`src/rtl/cpu_ctrl_pkg.sv`:
```
// cpu_ctrl_pkg: opcodes, IR field positions, ALU strobe indices and sequencer states
package cpu_ctrl_pkg;
    localparam logic [4:0] OP_ADD  = 5'd3;
    localparam logic [4:0] OP_SUB  = 5'd4;
    localparam logic [4:0] OP_AND  = 5'd5;
    localparam logic [4:0] OP_OR   = 5'd6;
    localparam logic [4:0] OP_ROR  = 5'd7;
    localparam logic [4:0] OP_ROL  = 5'd8;
    localparam logic [4:0] OP_SHR  = 5'd9;
    localparam logic [4:0] OP_SHRA = 5'd10;
    localparam logic [4:0] OP_SHL  = 5'd11;
    localparam logic [4:0] OP_MUL  = 5'd15;
    localparam logic [4:0] OP_DIV  = 5'd16;
    localparam logic [4:0] OP_NEG  = 5'd17;
    localparam logic [4:0] OP_NOT  = 5'd18;
    localparam int OP_HI = 31;
    localparam int OP_LO = 27;
    localparam int RA_HI = 26;
    localparam int RA_LO = 23;
    localparam int RB_HI = 22;
    localparam int RB_LO = 19;
    localparam int RC_HI = 18;
    localparam int RC_LO = 15;
    localparam int ALU_W    = 13;
    localparam int ALU_AND  = 0;
    localparam int ALU_OR   = 1;
    localparam int ALU_ADD  = 2;
    localparam int ALU_SUB  = 3;
    localparam int ALU_MUL  = 4;
    localparam int ALU_DIV  = 5;
    localparam int ALU_SHR  = 6;
    localparam int ALU_SHRA = 7;
    localparam int ALU_SHL  = 8;
    localparam int ALU_ROR  = 9;
    localparam int ALU_ROL  = 10;
    localparam int ALU_NEG  = 11;
    localparam int ALU_NOT  = 12;
    typedef enum logic [3:0] {
        S_RST, S_T0, S_T1, S_T2, S_T3, S_T4, S_T5, S_T6, S_HALT
    } state_t;
    // One-hot ALU strobe for an opcode; zero for codes with no ALU operation
    function automatic logic [ALU_W-1:0] alu_sel(input logic [4:0] op);
        logic [ALU_W-1:0] s;
        s = '0;
        case (op)
            OP_AND:  s[ALU_AND]  = 1'b1;
            OP_OR:   s[ALU_OR]   = 1'b1;
            OP_ADD:  s[ALU_ADD]  = 1'b1;
            OP_SUB:  s[ALU_SUB]  = 1'b1;
            OP_MUL:  s[ALU_MUL]  = 1'b1;
            OP_DIV:  s[ALU_DIV]  = 1'b1;
            OP_SHR:  s[ALU_SHR]  = 1'b1;
            OP_SHRA: s[ALU_SHRA] = 1'b1;
            OP_SHL:  s[ALU_SHL]  = 1'b1;
            OP_ROR:  s[ALU_ROR]  = 1'b1;
            OP_ROL:  s[ALU_ROL]  = 1'b1;
            OP_NEG:  s[ALU_NEG]  = 1'b1;
            OP_NOT:  s[ALU_NOT]  = 1'b1;
            default: s = '0;
        endcase
        return s;
    endfunction
endpackage

```
`src/rtl/control_unit_if.sv`:
```
// control_unit_if: sequencer <-> datapath/memory control bundle
//   inputs to sequencer: run, mem_rdy, ir
//   outputs from sequencer: Rout/Rin one-hot GPR selects, bus drives, register loads,
//   Read, IncPC, alu_op strobes, halted
interface control_unit_if #(parameter int NREGS = 16, parameter int DW = 32);
    import cpu_ctrl_pkg::*;
    logic             run;
    logic             mem_rdy;
    logic [DW-1:0]    ir;
    logic [NREGS-1:0] Rout;
    logic [NREGS-1:0] Rin;
    logic             PCout, MDRout, Zhighout, Zlowout, HIout, LOout;
    logic             PCin, IRin, MARin, MDRin, Yin, Zin, HIin, LOin;
    logic             Read, IncPC;
    logic [ALU_W-1:0] alu_op;
    logic             halted;
    modport master (
        output run, mem_rdy, ir,
        input  Rout, Rin, PCout, MDRout, Zhighout, Zlowout, HIout, LOout,
               PCin, IRin, MARin, MDRin, Yin, Zin, HIin, LOin, Read, IncPC, alu_op, halted
    );
    modport slave (
        input  run, mem_rdy, ir,
        output Rout, Rin, PCout, MDRout, Zhighout, Zlowout, HIout, LOout,
               PCin, IRin, MARin, MDRin, Yin, Zin, HIin, LOin, Read, IncPC, alu_op, halted
    );
endinterface

```
`src/rtl/control_unit_reg_field_decode.sv`:
```
// reg_field_decode: 4-bit register field + enable -> one-hot register select
//   field in 4, en in 1, onehot out NREGS (all zero when en is low)
module reg_field_decode #(parameter int NREGS = 16) (
    input  logic [3:0]       field,
    input  logic             en,
    output logic [NREGS-1:0] onehot
);
    assign onehot = en ? (NREGS'(1) << field) : '0;
endmodule

```
`src/rtl/control_unit.sv`:
```
// control_unit: hardwired fetch/decode/execute sequencer (RST, T0..T6, HALT)
//   clk, reset (sync, active-high); bus: control_unit_if slave
//   Optional ILLEGAL_OP_TRAP_EN: illegal opcode in T3 traps into HALT; otherwise it is a NOP
module control_unit
    import cpu_ctrl_pkg::*;
#(
    parameter int NREGS = 16,
    parameter int DW    = 32
) (
    input logic          clk,
    input logic          reset,
    control_unit_if.slave bus
);
    state_t     state;
    logic [4:0] op;
    logic [3:0] ra, rb, rc;
    logic       two_op, mul_div, unary, legal;
    logic       rout_en, rin_en;
    assign op      = bus.ir[OP_HI:OP_LO];
    assign ra      = bus.ir[RA_HI:RA_LO];
    assign rb      = bus.ir[RB_HI:RB_LO];
    assign rc      = bus.ir[RC_HI:RC_LO];
    assign mul_div = (op == OP_MUL) || (op == OP_DIV);
    assign unary   = (op == OP_NEG) || (op == OP_NOT);
    assign two_op  = ((op >= OP_ADD) && (op <= OP_SHL)) || mul_div;
    assign legal   = two_op || unary;
    // Rb goes out in T3, Rc in T4; results land in Ra in T4 (unary) or T5 (ALU two-operand)
    assign rout_en = ((state == S_T3) && legal) || ((state == S_T4) && two_op);
    assign rin_en  = ((state == S_T4) && unary) || ((state == S_T5) && two_op && !mul_div);
    reg_field_decode #(.NREGS(NREGS)) u_rout (
        .field  (state == S_T4 ? rc : rb),
        .en     (rout_en),
        .onehot (bus.Rout)
    );
    reg_field_decode #(.NREGS(NREGS)) u_rin (
        .field  (ra),
        .en     (rin_en),
        .onehot (bus.Rin)
    );
    always_ff @(posedge clk) begin
        if (reset)
            state <= S_RST;
        else
            case (state)
                S_RST:  state <= S_T0;
                S_T0:   state <= bus.run ? S_T1 : S_T0;
                S_T1:   state <= bus.mem_rdy ? S_T2 : S_T1;
                S_T2:   state <= S_T3;
`ifdef ILLEGAL_OP_TRAP_EN
                S_T3:   state <= legal ? S_T4 : S_HALT;
`else
                S_T3:   state <= legal ? S_T4 : S_T0;
`endif
                S_T4:   state <= unary ? S_T0 : S_T5;
                S_T5:   state <= mul_div ? S_T6 : S_T0;
                S_T6:   state <= S_T0;
                S_HALT: state <= S_HALT;
                default: state <= S_RST;
            endcase
    end
    always_comb begin
        bus.PCout    = (state == S_T0) && bus.run;
        bus.MARin    = (state == S_T0) && bus.run;
        bus.IncPC    = (state == S_T0) && bus.run;
        bus.Read     = (state == S_T1);
        bus.MDRin    = (state == S_T1) && bus.mem_rdy;
        bus.PCin     = (state == S_T1) && bus.mem_rdy;
        bus.MDRout   = (state == S_T2);
        bus.IRin     = (state == S_T2);
        bus.Yin      = (state == S_T3) && two_op;
        bus.Zin      = ((state == S_T0) && bus.run) || ((state == S_T3) && unary) ||
                       ((state == S_T4) && two_op);
        bus.alu_op   = ((state == S_T3) && unary) || ((state == S_T4) && two_op) ? alu_sel(op) : '0;
        bus.Zlowout  = ((state == S_T1) && bus.mem_rdy) || ((state == S_T4) && unary) ||
                       ((state == S_T5) && two_op);
        bus.LOin     = (state == S_T5) && mul_div;
        bus.Zhighout = (state == S_T6);
        bus.HIin     = (state == S_T6);
        bus.HIout    = 1'b0;
        bus.LOout    = 1'b0;
`ifdef ILLEGAL_OP_TRAP_EN
        bus.halted   = (state == S_HALT);
`else
        bus.halted   = 1'b0;
`endif
    end
endmodule

```
`src/flat_wrapper.sv`:
```
// flat-port wrapper written by rule: the top's interface ports become plain ports
module control_unit_flat import cpu_ctrl_pkg::*;
#(
    parameter int NREGS = 16,
    parameter int DW    = 32
)
  (clk, reset, bus_run, bus_mem_rdy, bus_ir, bus_Rout, bus_Rin, bus_PCout, bus_MDRout, bus_Zhighout, bus_Zlowout, bus_HIout, bus_LOout, bus_PCin, bus_IRin, bus_MARin, bus_MDRin, bus_Yin, bus_Zin, bus_HIin, bus_LOin, bus_Read, bus_IncPC, bus_alu_op, bus_halted);
  control_unit_if #(.NREGS(NREGS), .DW(DW)) bus_i ();
  input logic clk;
  input logic reset;
  input wire logic [$bits(bus_i.run)-1:0] bus_run;
  input wire logic [$bits(bus_i.mem_rdy)-1:0] bus_mem_rdy;
  input wire logic [$bits(bus_i.ir)-1:0] bus_ir;
  output wire logic [$bits(bus_i.Rout)-1:0] bus_Rout;
  output wire logic [$bits(bus_i.Rin)-1:0] bus_Rin;
  output wire logic [$bits(bus_i.PCout)-1:0] bus_PCout;
  output wire logic [$bits(bus_i.MDRout)-1:0] bus_MDRout;
  output wire logic [$bits(bus_i.Zhighout)-1:0] bus_Zhighout;
  output wire logic [$bits(bus_i.Zlowout)-1:0] bus_Zlowout;
  output wire logic [$bits(bus_i.HIout)-1:0] bus_HIout;
  output wire logic [$bits(bus_i.LOout)-1:0] bus_LOout;
  output wire logic [$bits(bus_i.PCin)-1:0] bus_PCin;
  output wire logic [$bits(bus_i.IRin)-1:0] bus_IRin;
  output wire logic [$bits(bus_i.MARin)-1:0] bus_MARin;
  output wire logic [$bits(bus_i.MDRin)-1:0] bus_MDRin;
  output wire logic [$bits(bus_i.Yin)-1:0] bus_Yin;
  output wire logic [$bits(bus_i.Zin)-1:0] bus_Zin;
  output wire logic [$bits(bus_i.HIin)-1:0] bus_HIin;
  output wire logic [$bits(bus_i.LOin)-1:0] bus_LOin;
  output wire logic [$bits(bus_i.Read)-1:0] bus_Read;
  output wire logic [$bits(bus_i.IncPC)-1:0] bus_IncPC;
  output wire logic [$bits(bus_i.alu_op)-1:0] bus_alu_op;
  output wire logic [$bits(bus_i.halted)-1:0] bus_halted;
  assign bus_i.run = bus_run;
  assign bus_i.mem_rdy = bus_mem_rdy;
  assign bus_i.ir = bus_ir;
  assign bus_Rout = bus_i.Rout;
  assign bus_Rin = bus_i.Rin;
  assign bus_PCout = bus_i.PCout;
  assign bus_MDRout = bus_i.MDRout;
  assign bus_Zhighout = bus_i.Zhighout;
  assign bus_Zlowout = bus_i.Zlowout;
  assign bus_HIout = bus_i.HIout;
  assign bus_LOout = bus_i.LOout;
  assign bus_PCin = bus_i.PCin;
  assign bus_IRin = bus_i.IRin;
  assign bus_MARin = bus_i.MARin;
  assign bus_MDRin = bus_i.MDRin;
  assign bus_Yin = bus_i.Yin;
  assign bus_Zin = bus_i.Zin;
  assign bus_HIin = bus_i.HIin;
  assign bus_LOin = bus_i.LOin;
  assign bus_Read = bus_i.Read;
  assign bus_IncPC = bus_i.IncPC;
  assign bus_alu_op = bus_i.alu_op;
  assign bus_halted = bus_i.halted;
  control_unit #(.NREGS(NREGS), .DW(DW)) u_core (.clk(clk), .reset(reset), .bus(bus_i));
endmodule
```
`config.mk`:
```
export PLATFORM = sky130hd
export DESIGN_NAME = control_unit_flat
export DESIGN_NICKNAME = d
export VERILOG_FILES = /design/src/rtl/cpu_ctrl_pkg.sv /design/src/rtl/control_unit_if.sv /design/src/rtl/control_unit_reg_field_decode.sv /design/src/rtl/control_unit.sv /design/src/flat_wrapper.sv
export SDC_FILE = /design/constraint.sdc
export NUM_CORES = 1
export LEC_CHECK = 0
export BUFFER_PORTS_ARGS = -buffer_cell sky130_fd_sc_hd__buf_2
export CAP_MARGIN = 5
export CORE_MARGIN = 1
export CORE_UTILIZATION = 38
export DETAILED_ROUTE_END_ITERATION = 7
export PLACE_DENSITY = 0.87
export SYNTH_ARGS = -nofsm -noshare
export SYNTH_HDL_FRONTEND = slang
export SYNTH_SLANG_ARGS = --single-unit
```
`constraint.sdc`:
```
create_clock -name clk -period 2.3 [get_ports clk]
set_input_delay 0.345 -clock clk [delete_from_list [all_inputs] [get_ports clk]]
set_output_delay 0.345 -clock clk [all_outputs]
set_load 0.005 [all_outputs]
```
==> impl_metrics.yaml, run 1 <==
outcome:
  status: "complete, no violations"
placement:
  port_buffers: 79
  dpl.hpwl_um: 2590
  preCtsSetupSlack_ns: 0.0777
  place_congestion: 0.873
  postPlaceCellArea_um2: 1520
logic_synthesis:
  synth_area_um2: 1130
  syn_area_per_cell_um2: 6.45
  netlist_instances: 175
  ys_warn_count: 0
  synth-async-reset-ratio: 0
  ys.flop_type: "dfxtp_1"
  yosysTopAreaCell: "nor2_1"
  ys_ff_latch: 4
  synth.top_cells.by_count: "nor2_1, nand2_1, nor3_1"
  ys_top_cells_by_area: "nor2_1, nand2b_1, nor3_1"
  yosysUniqueCellTypes: 44
  synth_top_cell_area_share: 0.0931
  synth_edf_count: 0
  ys_seq_area_frac: 0.0710
  yosysMostFrequentCell: "nor2_1"
sta:
  timing_hold_violations_final: 0
  timing.fmax_mhz: 454
  min_period_ns: 2.20
  setup_ws_ns: 0.0966
  maxSlewViolCount: 0
  rsz0062_at_grt: "true"
  fin_skew_ns: 0.00539
  setup_viol: 0
  tns_ns: 0
  min_period_over_period: 0.958
route:
  drc: 0
  avgRoutedWirePerCell_um: 11.7
  drt_iter0_drc: 47
  dr.pass1.iters: 4
  routed_via_density: 5.23
  dr_total_vias: 1471
  antenna_left: 0
  finalWirelength_um: 3280
clocking:
  cts_buffer_depth: 2
  clkTransAtPathRegs_ns: 0.04
  hold_buffers: 0
  cts-buffers-inserted: 3
  htreeDepth: 1
  cts_tree: "done"
  cts_num_sinks: 4
  insertion_delay_ns: 0.23
  cts-root-buf: "clkbuf_4"
floorplanning:
  design.core.area_um2: 2780
  boundaryPins: 98
  fp.dieH_um: 56.5
  die_w_um: 56.5
  die_area_um2: 3190
  fp-row-count: 19
  start_util: 0.406
setup_path:
  startpoint_type: "primary input"
  cp.required_ns: 1.96
  worstPathMaxFanout: 8
  critical_path_arrival_ns: 1.86
  reg2regPathDepth: 3
  critPathKind: "primary input to primary output"
  cp-end-kind: "primary output"
finish:
  diodes: 0
  fillerInstances: 277
  nNetsFinal: 288
  area_growth_pct: 39.0
  drive_above_1_share: 0.448
  largest_register_ffs: 4
  design_area_um2: 1570
  largest_register: "u_core.state"
  reg_top3: "u_core.state (4)"
pwr:
  total_power_uw: 343
  ir_drop_v: 0.000250
  leakage_uw: 0.000783
  power_density_nw_per_um2: 219
global_routing:
  grtUsageTotal: 0.203
  grt_first_pass_wirelength_um: 5330
  grt_max_degree: 17
  grt_overflow: 0
  grt_antenna_before_repair: 0
  grt_pass1_vias: 1298
flow_run:
  maxCapViolations: 0
min_path:
  hold_path.class: "primary input to flop"
  min_delay_path_depth: 2
stage by stage:
| step | instances | util | hold slack [ns] |
|---|---|---|---|
| after floorplan | 177 | - | 0.418 |
| after global placement | 278 | 0.546 | 0.560 |
| after detailed placement | 278 | 0.546 | 0.561 |
| after CTS | 281 | 0.554 | 0.318 |
| after global routing | 281 | 0.564 | 0.310 |
| final | 281 | 0.564 | 0.316 |
cell usage in the layout (no fill, tap or decap), types with 2 or more instances in the layout:
cell type  count
or4_1          2
nor2_1        28
inv_1          5
nor4_1         5
nor3_1        17
or3_1          2
o21ai_0        6
nand2b_1      16
conb_1         3
buf_4         10
mux2i_1        3
nor4_2         3
a211oi_1       3
nand3b_1       2
a21oi_1        5
nor3b_1        3
nor2b_1        4
and3_1         2
clkbuf_4       3
dfxtp_2        3
nor3_2         3
buf_2         79
nand2_1       18
o31ai_1        3
power breakdown:
| group | switching, uW | internal, uW | total, uW |
|---|---|---|---|
| clock network | 27.4 | 58.3 | 85.7 |
| logic | 100 | 72.0 | 172 |
| registers | 10.4 | 74.7 | 85.1 |
critical path, stage by stage:
cell     delay [ns]
buf_2          0.14
or3b_4         0.43
o32ai_2        0.28
o31ai_2        0.13
buf_4          0.18
nor4_2         0.20
buf_2          0.15
final timing paths:
check             startpoint         endpoint  slack, ns
min                    reset  u_core.state[2]       0.32
max               bus_ir[31]    bus_alu_op[3]        0.1
min reg2reg  u_core.state[1]  u_core.state[2]       0.59
max reg2reg  u_core.state[3]  u_core.state[1]       0.84
layout make-up:
type	instances	area [um^2]	share of cell area
clock buffer	3	22.5	0.0144
inverter	5	18.8	0.0120
multi-input combinational	149	935	0.596
sequential	4	83.8	0.0534
tap	31	38.8	0.0247
timing repair buffer	89	470	0.300
layer usage:
layer	vias to the layer above	wire length, um	part of all wire	global-route usage
met4	0	10	0.0030	0.0767
li1	770	-	-	-
met2	38	1670	0.51	0.360
met3	2	139	0.042	0.0276
met5	-	0	0	0
met1	661	1460	0.44	0.245
repair_timing:
| action | in CTS | in global routing |
|---|---|---|
| resized for setup | 0 | 7 |
| buffers inserted | 0 | 0 |
| setup endpoints to repair | 0 | 36 |
logic make-up after synthesis:
group           Yosys count  share of synthesized area
compound gates           27                      0.205
xor+xnor                  1                    0.00776
flops                     4                     0.0710
other cells               1                    0.00332
buf+inv                  24                      0.130
simple gates            115                      0.557
mux                       3                     0.0266
Power figures use the tool's default switching activity.
==> run 2, diff against run 1 <==
--- a/config.mk
+++ b/config.mk
@@ -7,6 +7,7 @@
 export LEC_CHECK = 0
 export BUFFER_PORTS_ARGS = -buffer_cell sky130_fd_sc_hd__buf_2
 export CAP_MARGIN = 5
+export CORE_ASPECT_RATIO = 0.75
 export CORE_MARGIN = 1
 export CORE_UTILIZATION = 38
 export DETAILED_ROUTE_END_ITERATION = 7
==> run 2 against run 1 <==
  * Sequential cell count did not move
  * Critical endpoint is now bus_Rout[2]
  * First-iteration DRC count fell by 19%
  * Final cell count rose by 2.1%
  * Clock power rose by 70%
==> impl_metrics.yaml, run 2 (synthesis gave the netlist of run 1 again) <==
pwr:
  leakage_uw: 0.000797
  power_density_nw_per_um2: 251
  ir_drop_v: 0.000227
  total_power_uw: 404
sta:
  slew_headroom: 0.581
  fin_skew_ns: 0.000512
  tns_ns: 0
  min_period_ns: 2.23
  setup_ws_ns: 0.0658
  rsz0062_at_grt: "true"
  setup_viol: 0
  maxSlewViolCount: 0
  timing_hold_violations_final: 0
  worstMarginPinSlew_ns: 0.629
  timing.fmax_mhz: 448
  min_period_over_period: 0.971
floorplanning:
  boundaryPins: 98
  design.core.area_um2: 2700
  start_util: 0.418
  fp.dieH_um: 49.2
  die_area_um2: 3190
  fp-row-count: 16
  die_w_um: 64.9
setup_path:
  slowest_delay_ns: 0.52
  startpoint_type: "primary input"
  worstPathMaxFanout: 8
  path_cells: "buf_2, and2b_1, buf_4, a21oi_1, o21ai_0, a32oi_1, nor2_1, buf_2"
  critical_path_arrival_ns: 1.89
  cp.required_ns: 1.96
  critPathKind: "primary input to primary output"
  worst-r2r-setup-slack_ns: 0.89
  cp-end-kind: "primary output"
  cp_slowest_cell: "a32oi_1"
  cp.buffers_inverters: 3
  crit_family: "compound AO/OA/AOI/OAI gates"
  cp_common_cell: "buf_2"
finish:
  largest_register_ffs: 4
  final_cell_mix: "buf_2, nor2_1, nand2_1"
  area_growth_pct: 42.6
  final_cells: 287
  final_common_cell: "buf_2"
  reg_top3: "u_core.state (4)"
  post-route-util: 0.595
  drive_above_1_share: 0.450
  nNetsFinal: 289
  largest_register: "u_core.state"
  diodes: 0
clocking:
  cts_num_sinks: 4
  cts_buffer_depth: 2
  cts-buffers-inserted: 3
  insertion_delay_ns: 0.21
  cts_tree: "done"
  clkTransAtPathRegs_ns: 0.03
  cts-root-buf: "clkbuf_8"
  htreeDepth: 1
global_routing:
  grt_overflow: 0
  grt_max_degree: 17
  grt_antenna_before_repair: 0
  use_met1: 0.262
  grtUsageTotal: 0.194
  grt_busiest_layer: "met2"
  grt_use_met3: 0.0234
  grt_util_met2: 0.330
  grt_first_pass_wirelength_um: 5070
  grt_pass1_vias: 1217
placement:
  dpl.hpwl_um: 2680
  port_buffers: 79
  preCtsSetupSlack_ns: 0.0859
  place_congestion: 0.809
  place_inst: 283
route:
  drc: 0
  dr.pass1.iters: 4
  dr_total_vias: 1513
  finalWirelength_um: 3420
  routed_via_density: 5.27
  avgRoutedWirePerCell_um: 11.9
  antenna_left: 0
  drt_iter0_drc: 38
min_path:
  hold_path.class: "primary input to flop"
flow_run:
  maxCapViolations: 0
outcome:
  status: "complete, no violations"
## run 2: stage by stage
| stage | hold WS, ns | cell area (um^2) |
|---|---|---|
| final | 0.334 | 1610 |
| after global routing | 0.346 | 1610 |
| after CTS | 0.338 | 1570 |
| after detailed placement | 0.562 | 1520 |
| after global placement | 0.564 | 1520 |
| after floorplan | 0.418 | 1140 |
## run 2: where the power goes
part           total, uW  leakage (uW)  internal, uW  switching [uW]
Combinational        172      0.000742          71.0             101
Clock                146     0.0000216           111            34.9
Sequential          85.5     0.0000329          74.3            11.2
## run 2: area by class of cell
type,count,area (um^2)
Clock buffer,3,41.3
Tap cell,36,45.0
Inverter,5,18.8
Sequential cell,4,81.3
Multi-Input combinational cell,150,952
Fill cell,268,1090
Timing Repair Buffer,89,470
## run 2: layer usage
| layer | part of all wire | vias to the layer above |
|---|---|---|
| met4 | 0.0041 | 0 |
| met3 | 0.059 | 2 |
| met5 | 0 | - |
| met2 | 0.48 | 56 |
| met1 | 0.46 | 681 |
| li1 | - | 774 |
## run 2: timing repair
| item | 4_1_cts | 5_1_grt |
|---|---|---|
| gates resized for setup | 0 | 7 |
| setup buffers | 0 | 0 |
| hold buffers | 0 | 0 |
| endpoints found under the setup margin | 0 | 32 |
## run 2: worst paths after layout
kind | cells after the start | end | startpoint
worst min register to register | 2 | u_core.state[2] | u_core.state[3]
worst min-delay path | 2 | u_core.state[0] | reset
worst max-delay path | 8 | bus_Rout[2] | bus_ir[31]
worst max register to register | 6 | u_core.state[1] | u_core.state[2]
